File: config.mk
export PLATFORM = sky130hd
export DESIGN_NAME = multdiv_seq_unit_flat
export DESIGN_NICKNAME = d
export VERILOG_FILES = /design/src/rtl/multdiv_seq_unit_if.sv /design/src/rtl/multdiv_seq_unit.sv /design/src/flat_wrapper.sv
export SDC_FILE = /design/constraint.sdc
export NUM_CORES = 1
export LEC_CHECK = 0
export CAP_MARGIN = 20
export CORE_ASPECT_RATIO = 2
export CORE_UTILIZATION = 35
export DETAILED_ROUTE_END_ITERATION = 16
export GPL_TIMING_DRIVEN = 0
export SLEW_MARGIN = 20
export SYNTH_ARGS = -nofsm -noshare
export SYNTH_HDL_FRONTEND = slang
export SYNTH_SLANG_ARGS = --single-unit
File: constraint.sdc
create_clock -name clock -period 4.52 [get_ports clock]
set_input_delay 0.678 -clock clock [delete_from_list [all_inputs] [get_ports clock]]
set_output_delay 0.678 -clock clock [all_outputs]
set_load 0.02 [all_outputs]
File: src/rtl/multdiv_seq_unit_if.sv
// Bus between the processor-side multdiv issue logic and the iterative unit.
// The master drives operands and start strobes; the slave returns result, exception and ready.
interface multdiv_seq_unit_if #(
  parameter int WIDTH = 32
);
  logic [WIDTH-1:0] data_operandA;
  logic [WIDTH-1:0] data_operandB;
  logic             ctrl_MULT;
  logic             ctrl_DIV;
  logic [WIDTH-1:0] data_result;
  logic             data_exception;
  logic             data_resultRDY;

  modport master (
    output data_operandA, data_operandB, ctrl_MULT, ctrl_DIV,
    input  data_result, data_exception, data_resultRDY
  );

  modport slave (
    input  data_operandA, data_operandB, ctrl_MULT, ctrl_DIV,
    output data_result, data_exception, data_resultRDY
  );
endinterface

File: src/rtl/multdiv_seq_unit.sv
// Iterative signed multiply/divide unit. Works on operand magnitudes with a
// 2*WIDTH accumulator (shift-add for MULT, restoring shift-subtract for DIV),
// then applies the sign and flags overflow / divide-by-zero in a FIX cycle.
// Optional feature macro: MULTDIV_ZERO_SKIP_EN (zero operand jumps straight to FIX).
module multdiv_seq_unit #(
  parameter int WIDTH = 32
) (
  input  logic               clock,
  input  logic               reset_n,
  multdiv_seq_unit_if.slave  bus
);

  localparam int CW = $clog2(WIDTH + 1);

  typedef enum logic [1:0] {
    S_IDLE = 2'd0,
    S_RUN  = 2'd1,
    S_FIX  = 2'd2,
    S_DONE = 2'd3
  } state_t;

  state_t             state_q, state_d;
  logic [CW-1:0]      cnt_q, cnt_d;
  logic [2*WIDTH-1:0] acc_q, acc_d;
  logic [WIDTH-1:0]   mcand_q, mcand_d;
  logic               is_div_q, is_div_d;
  logic               neg_q, neg_d;
  logic               divz_q, divz_d;
  logic [WIDTH-1:0]   result_q, result_d;
  logic               exc_q, exc_d;
  logic               rdy_q, rdy_d;

  // Start decode: MULT has priority when both strobes are high.
  logic             start;
  logic             start_div;
  logic [WIDTH-1:0] a_mag, b_mag;
  logic             zero_op;

  assign start     = bus.ctrl_MULT | bus.ctrl_DIV;
  assign start_div = bus.ctrl_DIV & ~bus.ctrl_MULT;
  assign a_mag     = bus.data_operandA[WIDTH-1] ? (~bus.data_operandA + 1'b1) : bus.data_operandA;
  assign b_mag     = bus.data_operandB[WIDTH-1] ? (~bus.data_operandB + 1'b1) : bus.data_operandB;
  assign zero_op   = (bus.data_operandA == '0) | (bus.data_operandB == '0);

  // One shift-add multiply step: conditionally add the multiplicand into the
  // upper half, then shift the whole accumulator right (carry enters at the top).
  logic [WIDTH:0]     mul_sum;
  logic [2*WIDTH-1:0] mul_next;

  assign mul_sum  = {1'b0, acc_q[2*WIDTH-1:WIDTH]} + (acc_q[0] ? {1'b0, mcand_q} : '0);
  assign mul_next = {mul_sum, acc_q[WIDTH-1:1]};

  // One restoring divide step: shift the dividend bit into the partial remainder,
  // subtract the divisor when it fits and shift the quotient bit in at the bottom.
  logic [WIDTH:0]     div_trial;
  logic               div_fits;
  logic [WIDTH:0]     div_rem;
  logic [2*WIDTH-1:0] div_next;

  assign div_trial = {acc_q[2*WIDTH-1:WIDTH], acc_q[WIDTH-1]};
  assign div_fits  = div_trial >= {1'b0, mcand_q};
  assign div_rem   = div_fits ? (div_trial - {1'b0, mcand_q}) : div_trial;
  assign div_next  = {div_rem[WIDTH-1:0], acc_q[WIDTH-2:0], div_fits};

  // Sign application and exception detection used in the FIX cycle.
  logic [2*WIDTH-1:0] prod_signed;
  logic [WIDTH:0]     prod_top;
  logic               mul_exc;
  logic [WIDTH-1:0]   quo_mag;
  logic [WIDTH-1:0]   quo_signed;
  logic               div_exc;

  assign prod_signed = neg_q ? (~acc_q + 1'b1) : acc_q;
  assign prod_top    = prod_signed[2*WIDTH-1:WIDTH-1];
  // Overflow when the upper half is not a sign-extension of the low half.
  assign mul_exc     = ~((&prod_top) | ~(|prod_top));
  assign quo_mag     = acc_q[WIDTH-1:0];
  // A zero quotient stays zero rather than being negated.
  assign quo_signed  = (neg_q && (quo_mag != '0)) ? (~quo_mag + 1'b1) : quo_mag;
  // A positive quotient with the MSB set only arises from MIN_INT / -1.
  assign div_exc     = divz_q | (~neg_q & quo_mag[WIDTH-1]);

  // Next-state and datapath control; any start, in any state, reloads the unit.
  always_comb begin
    state_d  = state_q;
    cnt_d    = cnt_q;
    acc_d    = acc_q;
    mcand_d  = mcand_q;
    is_div_d = is_div_q;
    neg_d    = neg_q;
    divz_d   = divz_q;
    result_d = result_q;
    exc_d    = exc_q;
    rdy_d    = 1'b0;

    if (start) begin
      cnt_d    = '0;
      is_div_d = start_div;
      neg_d    = bus.data_operandA[WIDTH-1] ^ bus.data_operandB[WIDTH-1];
      divz_d   = start_div & (bus.data_operandB == '0);
      if (start_div) begin
        mcand_d = b_mag;
        acc_d   = {{WIDTH{1'b0}}, a_mag};
      end else begin
        mcand_d = a_mag;
        acc_d   = {{WIDTH{1'b0}}, b_mag};
      end
`ifdef MULTDIV_ZERO_SKIP_EN
      // A zero operand means a zero magnitude result; a cleared accumulator
      // lets FIX produce it directly (divide-by-zero is overridden there).
      if (zero_op) begin
        acc_d   = '0;
        state_d = S_FIX;
      end else begin
        state_d = S_RUN;
      end
`else
      state_d = S_RUN;
`endif
    end else begin
      unique case (state_q)
        S_IDLE: begin
          state_d = S_IDLE;
        end
        S_RUN: begin
          acc_d = is_div_q ? div_next : mul_next;
          cnt_d = cnt_q + 1'b1;
          if (cnt_q == CW'(WIDTH - 1)) begin
            state_d = S_FIX;
          end
        end
        S_FIX: begin
          if (is_div_q) begin
            result_d = divz_q ? '0 : quo_signed;
            exc_d    = div_exc;
          end else begin
            result_d = prod_signed[WIDTH-1:0];
            exc_d    = mul_exc;
          end
          rdy_d   = 1'b1;
          state_d = S_DONE;
        end
        S_DONE: begin
          state_d = S_IDLE;
        end
        default: begin
          state_d = S_IDLE;
        end
      endcase
    end
  end

`ifndef MULTDIV_ZERO_SKIP_EN
  // Zero-operand decode is only consumed by the skip path.
  logic unused_zero_op;
  assign unused_zero_op = zero_op;
`endif

  // State and datapath registers; reset discards any in-flight operation.
  always_ff @(posedge clock or negedge reset_n) begin
    if (!reset_n) begin
      state_q  <= S_IDLE;
      cnt_q    <= '0;
      acc_q    <= '0;
      mcand_q  <= '0;
      is_div_q <= 1'b0;
      neg_q    <= 1'b0;
      divz_q   <= 1'b0;
      result_q <= '0;
      exc_q    <= 1'b0;
      rdy_q    <= 1'b0;
    end else begin
      state_q  <= state_d;
      cnt_q    <= cnt_d;
      acc_q    <= acc_d;
      mcand_q  <= mcand_d;
      is_div_q <= is_div_d;
      neg_q    <= neg_d;
      divz_q   <= divz_d;
      result_q <= result_d;
      exc_q    <= exc_d;
      rdy_q    <= rdy_d;
    end
  end

  assign bus.data_result    = result_q;
  assign bus.data_exception = exc_q;
  assign bus.data_resultRDY = rdy_q;

endmodule

File: src/flat_wrapper.sv
// flat-port wrapper written by rule: the top's interface ports become plain ports
module multdiv_seq_unit_flat 
#(
  parameter int WIDTH = 32
)
  (clock, reset_n, bus_data_operandA, bus_data_operandB, bus_ctrl_MULT, bus_ctrl_DIV, bus_data_result, bus_data_exception, bus_data_resultRDY);
  multdiv_seq_unit_if #(.WIDTH(WIDTH)) bus_i ();
  input  logic clock;
  input  logic reset_n;
  input wire logic [$bits(bus_i.data_operandA)-1:0] bus_data_operandA;
  input wire logic [$bits(bus_i.data_operandB)-1:0] bus_data_operandB;
  input wire logic [$bits(bus_i.ctrl_MULT)-1:0] bus_ctrl_MULT;
  input wire logic [$bits(bus_i.ctrl_DIV)-1:0] bus_ctrl_DIV;
  output wire logic [$bits(bus_i.data_result)-1:0] bus_data_result;
  output wire logic [$bits(bus_i.data_exception)-1:0] bus_data_exception;
  output wire logic [$bits(bus_i.data_resultRDY)-1:0] bus_data_resultRDY;
  assign bus_i.data_operandA = bus_data_operandA;
  assign bus_i.data_operandB = bus_data_operandB;
  assign bus_i.ctrl_MULT = bus_ctrl_MULT;
  assign bus_i.ctrl_DIV = bus_ctrl_DIV;
  assign bus_data_result = bus_i.data_result;
  assign bus_data_exception = bus_i.data_exception;
  assign bus_data_resultRDY = bus_i.data_resultRDY;
  multdiv_seq_unit #(.WIDTH(WIDTH)) u_core (.clock(clock), .reset_n(reset_n), .bus(bus_i));
endmodule
==> results of run 1 <==
-- area by class of cell --
type,count,share of cell area (%)
Inverter,71,1.70
Clock inverter,12,0.865
Clock buffer,19,2.72
Multi-Input combinational cell,1467,59.3
Buffer,105,2.68
Tap cell,515,4.05
Timing Repair Buffer,102,6.53
Sequential cell,141,22.2
-- Yosys cell counts (5+ instances only) --
library cell	instances
nand2_1	210
nor2_1	174
o21ai_0	168
a21oi_1	142
dfrtp_1	141
xor2_1	92
clkbuf_1	89
xnor2_1	78
ha_1	70
inv_1	70
mux2i_1	48
nor3_1	40
o31ai_1	36
nand3_1	32
nand4_1	31
nor4_1	26
o211ai_1	26
a21o_1	24
nand2b_1	24
or3_1	24
a31oi_1	18
a211oi_1	17
o41ai_1	16
buf_1	13
and3_1	12
o221a_2	11
nor2b_1	10
o21bai_1	9
or4_1	9
mux2_2	8
o21a_1	8
a2bb2oi_1	7
and2_1	7
nand3b_1	7
a22o_1	6
or2_2	6
o221ai_1	5
o22ai_1	5
-- power breakdown --
part / leakage [nW] / internal, W / total (W) / switching [W]
clock network: 0.275 / 0.000814 / 0.00143 / 0.000618
logic: 4.56 / 0.000854 / 0.00235 / 0.00150
registers: 1.79 / 0.00145 / 0.00168 / 0.000229
-- state kept, by name, summed over array words and instances (netlist names) --
name,cells
u_core.acc_q,64
u_core.bus.data_result,32
u_core.mcand_q,32
u_core.cnt_q,6
u_core.state_q,2
u_core.bus.data_exception,1
u_core.bus.data_resultRDY,1
u_core.divz_q,1
u_core.is_div_q,1
u_core.neg_q,1
-- cells in the final DEF (no fill, tap or decap), types with 70 or more instances in the layout --
cell             count
nor2_1             172
ha_1                70
nand2_1            210
clkbuf_1            86
o21ai_0            167
xnor2_1             78
xor2_1              92
dfrtp_1            141
a21oi_1            142
clkdlybuf4s50_1     98
-- worst min path at each step --
stage,endpoint,slack [ns]
after floorplan,u_core.acc_q[0]$_DFFE_PN0P_,0.38
after global placement,u_core.bus.data_result[8]$_DFFE_PN0P_,0.47
after detailed placement,u_core.bus.data_result[13]$_DFFE_PN0P_,0.48
after CTS,u_core.cnt_q[3]$_DFFE_PN0P_,0.24
after global routing,u_core.cnt_q[5]$_DFFE_PN0P_,0.28
final,u_core.cnt_q[3]$_DFFE_PN0P_,0.22
-- logic make-up (layout without fill, tap and decap cells) --
family / after synthesis / count (layout) / synth area share, %
and+or+nand+nor: 628 / 628 / 21.7
DFF: 141 / 141 / 26.0
xor gates and xnor gates: 170 / 170 / 11.0
adders and majority gates: 72 / 72 / 6.75
muxes: 57 / 57 / 4.29
buffers and inverters: 176 / 309 / 5.04
AOI/OAI and AO/OA: 540 / 540 / 25.2
-- worst max-delay path, stage by stage, from the launching register on --
cell	delay [ns]
dfrtp_1	0.37
buf_6	0.16
clkinvlp_4	0.23
clkbuf_4	0.30
ha_1	0.25
nor4b_4	0.35
nand3_2	0.23
or3_1	0.41
clkbuf_1	0.23
o41ai_1	0.45
xor2_1	0.19
nor4_1	0.38
nand4_1	0.18
o41ai_2	0.36
o31ai_1	0.10
-- timing repair --
action | 4_1_cts | 5_1_grt
endpoints found under the setup margin | 34 | 25
buffers inserted | 0 | 2
gates cloned | 0 | 0
resized for setup | 11 | 12
-- per-layer routing --
metal | track usage [%] | part of all wire [%] | up-vias
met5 | 0 | 0 | -
met4 | 34.7 | 12 | 0
met3 | 5.96 | 5.4 | 314
met2 | 60.3 | 51 | 670
met1 | 29.9 | 31 | 6996
li1 | - | - | 6690
-- through the flow --
step,hold WS [ns],setup slack [ns],TNS [ns]
after floorplan,0.382,0.777,0
after global placement,0.474,-3.43,-491.95
after detailed placement,0.484,-0.786,-13.40
after CTS,0.242,0.0782,0
after global routing,0.276,-0.00799,-0.00799
final,0.221,0.150,0
==> run metrics, run 1 <==
Cell variety after synth=71; warnings from Yosys=0; maximum clock frequency=229 MHz; Worst EP arrival=4.68 ns; worst setup path end=u_core.bus.data_exception$_DFFE_PN0P_; # nets final=2045; CP Capture Type=flop; Pins Over Slew Limit=0; Core Area=between 30000 and 40000 sq um; CTS Buffer Depth=2; cts hold-fix bufs=0; H-tree lvl count=4; clk sink count=141; Synth area leader=dfrtp_1; Reg2Reg Setup Slack=~0.15 ns; average cell area after synthesis=about 7.6 sq um; Rel. slew slack=30.3%; number of fill cells=between 3000 and 4000; fin cells=2432; share of the synthesized area in the top cell type=26.0%; VDD IR max=around 0.26 mV; initial antenna violation count=1; first drt pass iteration count=8; area grow syn2layout=17.3%; Wirelength per Cell=approximately 26 um; first-pass GRT wire length=94900 um; fin crit period=4.37 ns; Crit Path Max Fanout=10; fin util=41.8%; Gate Count Post-Synth=roughly 1800; Worst Path Required=4.83 ns; Die Wd=141 um; MaxCap Viol Count=0; Setup Crit Path Kind=reg -> reg; Clock Latency Late Sink=0.46 ns; Reg area=between 3000 and 4000 sq um; die area=around 40000 sq um; vias post-DR=approximately 15000; drt total wl=64300 um; FF-to-FF Start=u_core.acc_q[0]$_DFFE_PN0P_; Worst setup SP type=flop; Pwr Density=about 340 nW/um^2; num ports=102; dpl cells=~2400; Initial Util=approximately 36%; diode count=0; #FFs+latches synth=141; Overflow after GRT=0; post-route cell area=15900 sq um; Placer Congestion=roughly 1.0; ranking of synthesized cells by area=dfrtp_1 (26%), ha_1 (6.5%), o21ai_0 (6.2%), xor2_1 (5.9%), nand2_1 (5.8%); CP startpoint=u_core.acc_q[0]$_DFFE_PN0P_; Iter 0 DRT Violations=between 800 and 900; CTS tree=yes; DP Area=about 15000 sq um; Final period util=a little over nine tenths; Synth Cell Area=13600 sq um; share of cells above drive strength 1=roughly 4.6%; dpl hpwl=51200 um; Clock Skew=about 0.013 ns; Synthesized Nets=~1900; sequential cell area fraction in the yosys report=26.0%; number of buffers created by CTS=17; leakage power=6.63 nW; actual slew at the worst max-slew pin=1.04 ns; antenna viol nets, final=0; clock root buffer=clkbuf_16; die height=280 um; via density per instance=6.03; Final Hold Fails=0; drt drc=0; Port Buffer Count=99; Async SR Flop Fraction=100%; EDFF count, synth=0; R2R depth=14; status=finished, final reports clean; final setup vio count=0; Synth Flop Type=dfrtp_1; vias in the first global route=14991; footprint of the multi-input gates=9430 sq um; Hold WC Path Type=in -> async; FF-to-FF End=u_core.bus.data_exception$_DFFE_PN0P_; pin count of the biggest net entering global routing=79; num rows=101; clock transition at the registers of the reported paths=0.06 ns; total power=0.00546 W; Tot GR Track Use=33.3%
(Power assumes the default switching activity.)
==> run 2: changes to the inputs <==
- REMOVE_ABC_BUFFERS: not set -> 1
==> run 2 against run 1 <==
Clock skew down 0.0012 ns. Largest cell class unchanged. Die area is the same. Design area is 1.1% lower. Critical path depth down 1. Clock power increased by 4%. Via count fell by 6.0%. Cell count shrank 3.7%. Global-route usage is 6.0 points lower.
==> run metrics, run 2 (synthesized netlist as in run 1, its figures left out) <==
Clock Latency Late Sink=0.46 ns; crit-path cells=ha_1, and3_1, a21boi_0, nor4_1, o21ai_1, o31a_1, a31oi_2, o221ai_4, buf_4, buf_16, mux2_2, a21oi_1, a211oi_1; DP Area=between 15000 and 20000 sq um; fin util=41.4%; # nets final=around 2000; Overflow after GRT=0; via density per instance=5.89; Wirelength per Cell=22.5 um; Crit Path Max Fanout=22; most common cell after layout, fill and taps aside=nand2_1; Final period util=between 90% and 100%; initial antenna violation count=0; status=finished, final reports clean; num ports=102; CP Capture Type=flop; post-route cell area=15700 sq um; first drt pass iteration count=5; MaxCap Viol Count=0; first-pass GRT wire length=80500 um; area grow syn2layout=16.0%; Pwr Density=between 300 and 400 nW/um^2; vias in the first global route=13941; Clock Skew=0.0117 ns; Reg2Reg Setup Slack=0.13 ns; Iter 0 DRT Violations=902; Rel. slew slack=32.8%; VDD IR max=0.226 mV; Port Buffer Count=101; Top delay family on crit path=compound AO/OA/AOI/OAI gates; Die Wd=~140 um; Tot GR Track Use=27.3%; total power=0.00532 W; actual slew at the worst max-slew pin=1.01 ns; drt drc=0; clk sink count=141; Worst EP arrival=roughly 4.7 ns; Final Hold Fails=0; clock root buffer=clkbuf_16; CTS tree=yes; Core Area=38000 sq um; maximum clock frequency=approximately 230 MHz; clock transition at the registers of the reported paths=0.08 ns; crit-path max cell delay=0.63 ns; dpl hpwl=40300 um; number of buffers created by CTS=17; vias post-DR=13796; Hold WS=about 0.16 ns; Top reg by flops=u_core.acc_q; Worst Path Required=4.81 ns; Worst path slowest cell=dfrtp_1; Buf/Inv on CP=2; Pins Over Slew Limit=0; drt total wl=between 50000 and 60000 um; pin count of the biggest net entering global routing=86; Setup Crit Path Kind=reg -> reg; share of cells above drive strength 1=5.70%; final setup vio count=0; die area=about 40000 sq um; H-tree lvl count=4; cts hold-fix bufs=0; fin crit period=4.39 ns; TNS Setup=0 ns; Hold WC Path Type=in -> async; antenna viol nets, final=0; leakage power=approximately 6.6 nW; max FFs per register=64; commonest cells after routing, fill and taps aside=nand2_1 (208), nor2_1 (170), o21ai_0 (166); die height=between 200 and 300 um; Worst setup SP type=flop; Initial Util=35.7%; num rows=101; Placer Congestion=0.924; CTS Buffer Depth=2; RSZ-0062 raised after global routing=no
==> run 2: cell count changes in the layout (fill, tap and decap cells not counted), moves of 4 or more <==
cell and change:
buf_1 -12, buf_12 +4, clkbuf_1 -86, clkbuf_2 -4
==> run 2: power by group <==
part / switching (W) / internal (W)
sequential: 0.000339 / 0.00145
combinational: 0.00119 / 0.000854
clock: 0.000657 / 0.000837
total: 0.00218 / 0.00314
==> run 2: worst reg2reg max path, cell delays in order (launching register included) <==
cell and delay, ns:
dfrtp_1 0.63, ha_1 0.48, and3_1 0.19, a21boi_0 0.61
nor4_1 0.14, o21ai_1 0.41, o31a_1 0.34, a31oi_2 0.25
o221ai_4 0.25, buf_4 0.18, buf_16 0.17, mux2_2 0.34
a21oi_1 0.16, a211oi_1 0.07
==> run 2: stage by stage <==
stage | instances | worst slack [ns]
CTS | 2340 | 0.131
floorplan | 1679 | -0.485
global placement | 2295 | -4.28
finish | 2341 | 0.131
global route | 2340 | 0.0128
detailed placement | 2304 | -0.373
==> run 2: path summary, 6_finish.rpt <==
check                                                  startpoint                                     end  depth (start not counted)
max                                  u_core.acc_q[33]$_DFFE_PN0P_            u_core.acc_q[33]$_DFFE_PN0P_                         13
min                                                       reset_n          u_core.mcand_q[16]$_DFFE_PN0N_                          1
max reg2reg                          u_core.acc_q[33]$_DFFE_PN0P_            u_core.acc_q[33]$_DFFE_PN0P_                         13
min reg2reg                u_core.bus.data_result[26]$_DFFE_PN0P_  u_core.bus.data_result[26]$_DFFE_PN0P_                          2
max in group asynchronous                                 reset_n  u_core.bus.data_result[25]$_DFFE_PN0P_                          2
min in group clock         u_core.bus.data_result[26]$_DFFE_PN0P_  u_core.bus.data_result[26]$_DFFE_PN0P_                          2
==> run 2: layer usage <==
layer | vias to the layer above | track usage [%] | routed length, um
met4 | 0 | 27.1 | 5720
met1 | 6563 | 25.5 | 17600
met2 | 508 | 49.9 | 27500
met5 | - | 0 | 0
li1 | 6532 | - | -
met3 | 193 | 3.31 | 2030
==> run 2: timing repair <==
action / CTS / global route
pin swaps: 1 / 0
setup buffers: 3 / 0
endpoints found under the setup margin: 29 / 11
resized for setup: 3 / 5
cloned: 1 / 0
==> run 2: layout make-up <==
class / instances / area, sq um
Tap cell: 515 / 644
Clock buffer: 18 / 439
Multi-Input combinational cell: 1468 / 9460
Inverter: 71 / 274
Clock inverter: 14 / 159
Sequential cell: 141 / 3530
Fill cell: 3865 / 22300
Antenna cell: 1 / 2.50
Timing Repair Buffer: 113 / 1220
==> run 3: changes to the inputs <==
- CORE_MARGIN: not set -> 4
- CORE_UTILIZATION: 35 -> 61
- PLACE_DENSITY: not set -> 0.83
==> run 3 against run 2 <==
Register-to-register slack better by 0.07 ns. Worst setup slack better by 0.066 ns. Combinational power is 2% higher. Critical path type unchanged. Largest power group unchanged.
==> run metrics, run 3 (synthesized netlist as in run 1, its figures left out) <==
status=finished, final reports clean; actual slew at the worst max-slew pin=1.06 ns; Top delay family on crit path=simple AND/OR/NAND/NOR gates; CP Capture Type=flop; Flop pwr share=32.8%; part of the power in combinational logic=39.5%; first-pass GRT wire length=approximately 75000 um; Crit Path Max Fanout=7; worst setup path end=u_core.bus.data_exception$_DFFE_PN0P_; FF-to-FF End=u_core.bus.data_exception$_DFFE_PN0P_; Worst EP arrival=4.65 ns; crit-path max cell delay=0.76 ns; num rows=76; num ports=roughly 100; via density per instance=6.87; Port Buffer Count=101; number of buffers created by CTS=17; diode count=0; dpl hpwl=36100 um; Top reg by flops=u_core.acc_q; area grow syn2layout=13.8%; Pins Over Slew Limit=0; Buf/Inv on CP=0; Die Wd=113 um; Reg2Reg Setup Slack=between 0.15 and 0.2 ns; vias post-DR=approximately 14000; Worst path depth=10; Rel. slew slack=slightly below 30%; total power=approximately 0.0053 W; P_int=0.00317 W; clock root buffer=clkbuf_16; maximum clock frequency=roughly 230 MHz; RSZ-0062 raised after global routing=no; FF-to-FF Start=u_core.acc_q[21]$_DFFE_PN0P_; antenna viol nets, final=0; Placer Congestion=1.04; leakage power=6.58 nW; initial antenna violation count=0; H-tree lvl count=4; Clk pwr share=27.8%; Iter 0 DRT Violations=1255; Tot GR Track Use=38.7%; # nets final=a little under 2000; Clock Skew=~0.011 ns; die height=219 um; R2R depth=10; CP startpoint=u_core.acc_q[21]$_DFFE_PN0P_; MaxCap Viol Count=0; Overflow after GRT=0; Clock Latency Late Sink=0.46 ns; most common cell after layout, fill and taps aside=nand2_1; drt total wl=48900 um; first drt pass iteration count=6; crit-path cells=nor4_1, or4b_2, nor3_1, nand2_1, o21ai_0, xnor2_1, and4b_1, nand4_1, o41ai_1, o31ai_1; Worst setup SP type=flop; Worst path slowest cell=nor4_1; die area=between 20000 and 25000 sq um; clock transition at the registers of the reported paths=0.06 ns; final setup vio count=0; Pwr Density=342 nW/um^2; Worst Path Required=4.85 ns; max FFs per register=64; share of cells above drive strength 1=5.63%; Hold WC Path Type=in -> async; switch share=40.1%; post-route cell area=15400 sq um; Psw=around 0.0021 W; Final Hold Fails=0; CTS tree=yes; pin count of the biggest net entering global routing=88; fin crit period=4.32 ns; commonest cells after routing, fill and taps aside=nand2_1 (208), nor2_1 (171), o21ai_0 (166); Initial Util=a little over three fifths; vias in the first global route=14305; DP Area=14800 sq um; Final period util=95.7%; CTS Buffer Depth=2; drt drc=0; clk sink count=141; Core Area=between 20000 and 25000 sq um; TNS Setup=0 ns; Wirelength per Cell=23.2 um; VDD IR max=around 0.34 mV; Setup Crit Path Kind=reg -> reg
[run 3: cell count changes in the layout (fill, tap and decap cells not counted), sizes merged]
cell and delta:
buf +5, bufinv +1, clkbuf +2, clkinv +2
clkinvlp -1, diode -1, inv -4
[run 3: layout make-up]
class,instances,area [sq um]
clock inverter,12,146
multi-input combinational,1468,9440
tap,273,342
inverter,71,272
clock buffer,20,437
fill,1800,6240
timing repair buffer,118,1270
sequential,141,3530
[run 3: worst min path at each step]
stage / from / slack (ns) / cells past startpoint / to
after detailed placement: u_core.bus.data_result[1]$_DFFE_PN0P_ / 0.47 / 2 / u_core.bus.data_result[1]$_DFFE_PN0P_
after floorplan: reset_n / 0.38 / 0 / u_core.acc_q[0]$_DFFE_PN0P_
after global routing: reset_n / 0.17 / 1 / u_core.mcand_q[23]$_DFFE_PN0N_
final: reset_n / 0.12 / 1 / u_core.mcand_q[23]$_DFFE_PN0N_
after CTS: reset_n / 0.15 / 1 / u_core.mcand_q[21]$_DFFE_PN0N_
after global placement: u_core.bus.data_result[14]$_DFFE_PN0P_ / 0.47 / 2 / u_core.bus.data_result[14]$_DFFE_PN0P_
[run 3: per-stage QoR]
stage	worst slack, ns	util [%]	cells	hold slack (ns)
floorplan	-0.485	-	1679	0.382
global placement	-4.22	66.9	2053	0.465
detailed placement	-0.251	68.1	2063	0.474
CTS	0.0276	70.8	2095	0.154
global route	0.0908	71.2	2103	0.170
finish	0.196	71.2	2103	0.122
[run 3: layer usage]
layer / vias up / track usage, % / part of all wire [%]
li1: 6534 / - / -
met1: 6906 / 39.6 / 34
met2: 766 / 69.3 / 52
met3: 247 / 5.71 / 6.0
met4: 0 / 30.0 / 8.5
met5: - / 0 / 0
[run 3: power groups by stage]
stage          Sequential, W  Clock, W  Combinational, W
2_1_floorplan        0.00176         0           0.00118
3_3_place_gp         0.00175         0           0.00194
3_5_place_dp         0.00173         0           0.00201
4_1_cts              0.00172   0.00147           0.00203
5_1_grt              0.00175   0.00152           0.00226
6_report             0.00173   0.00147           0.00209
[run 3: timing repair]
item                                    in CTS  in global routing
endpoints found under the setup margin       1                 16
hold buffers                                 0                  0
setup buffers                                0                  6
cloned                                       0                  1
resized for setup                            2                  5
pin swaps                                    0                  1
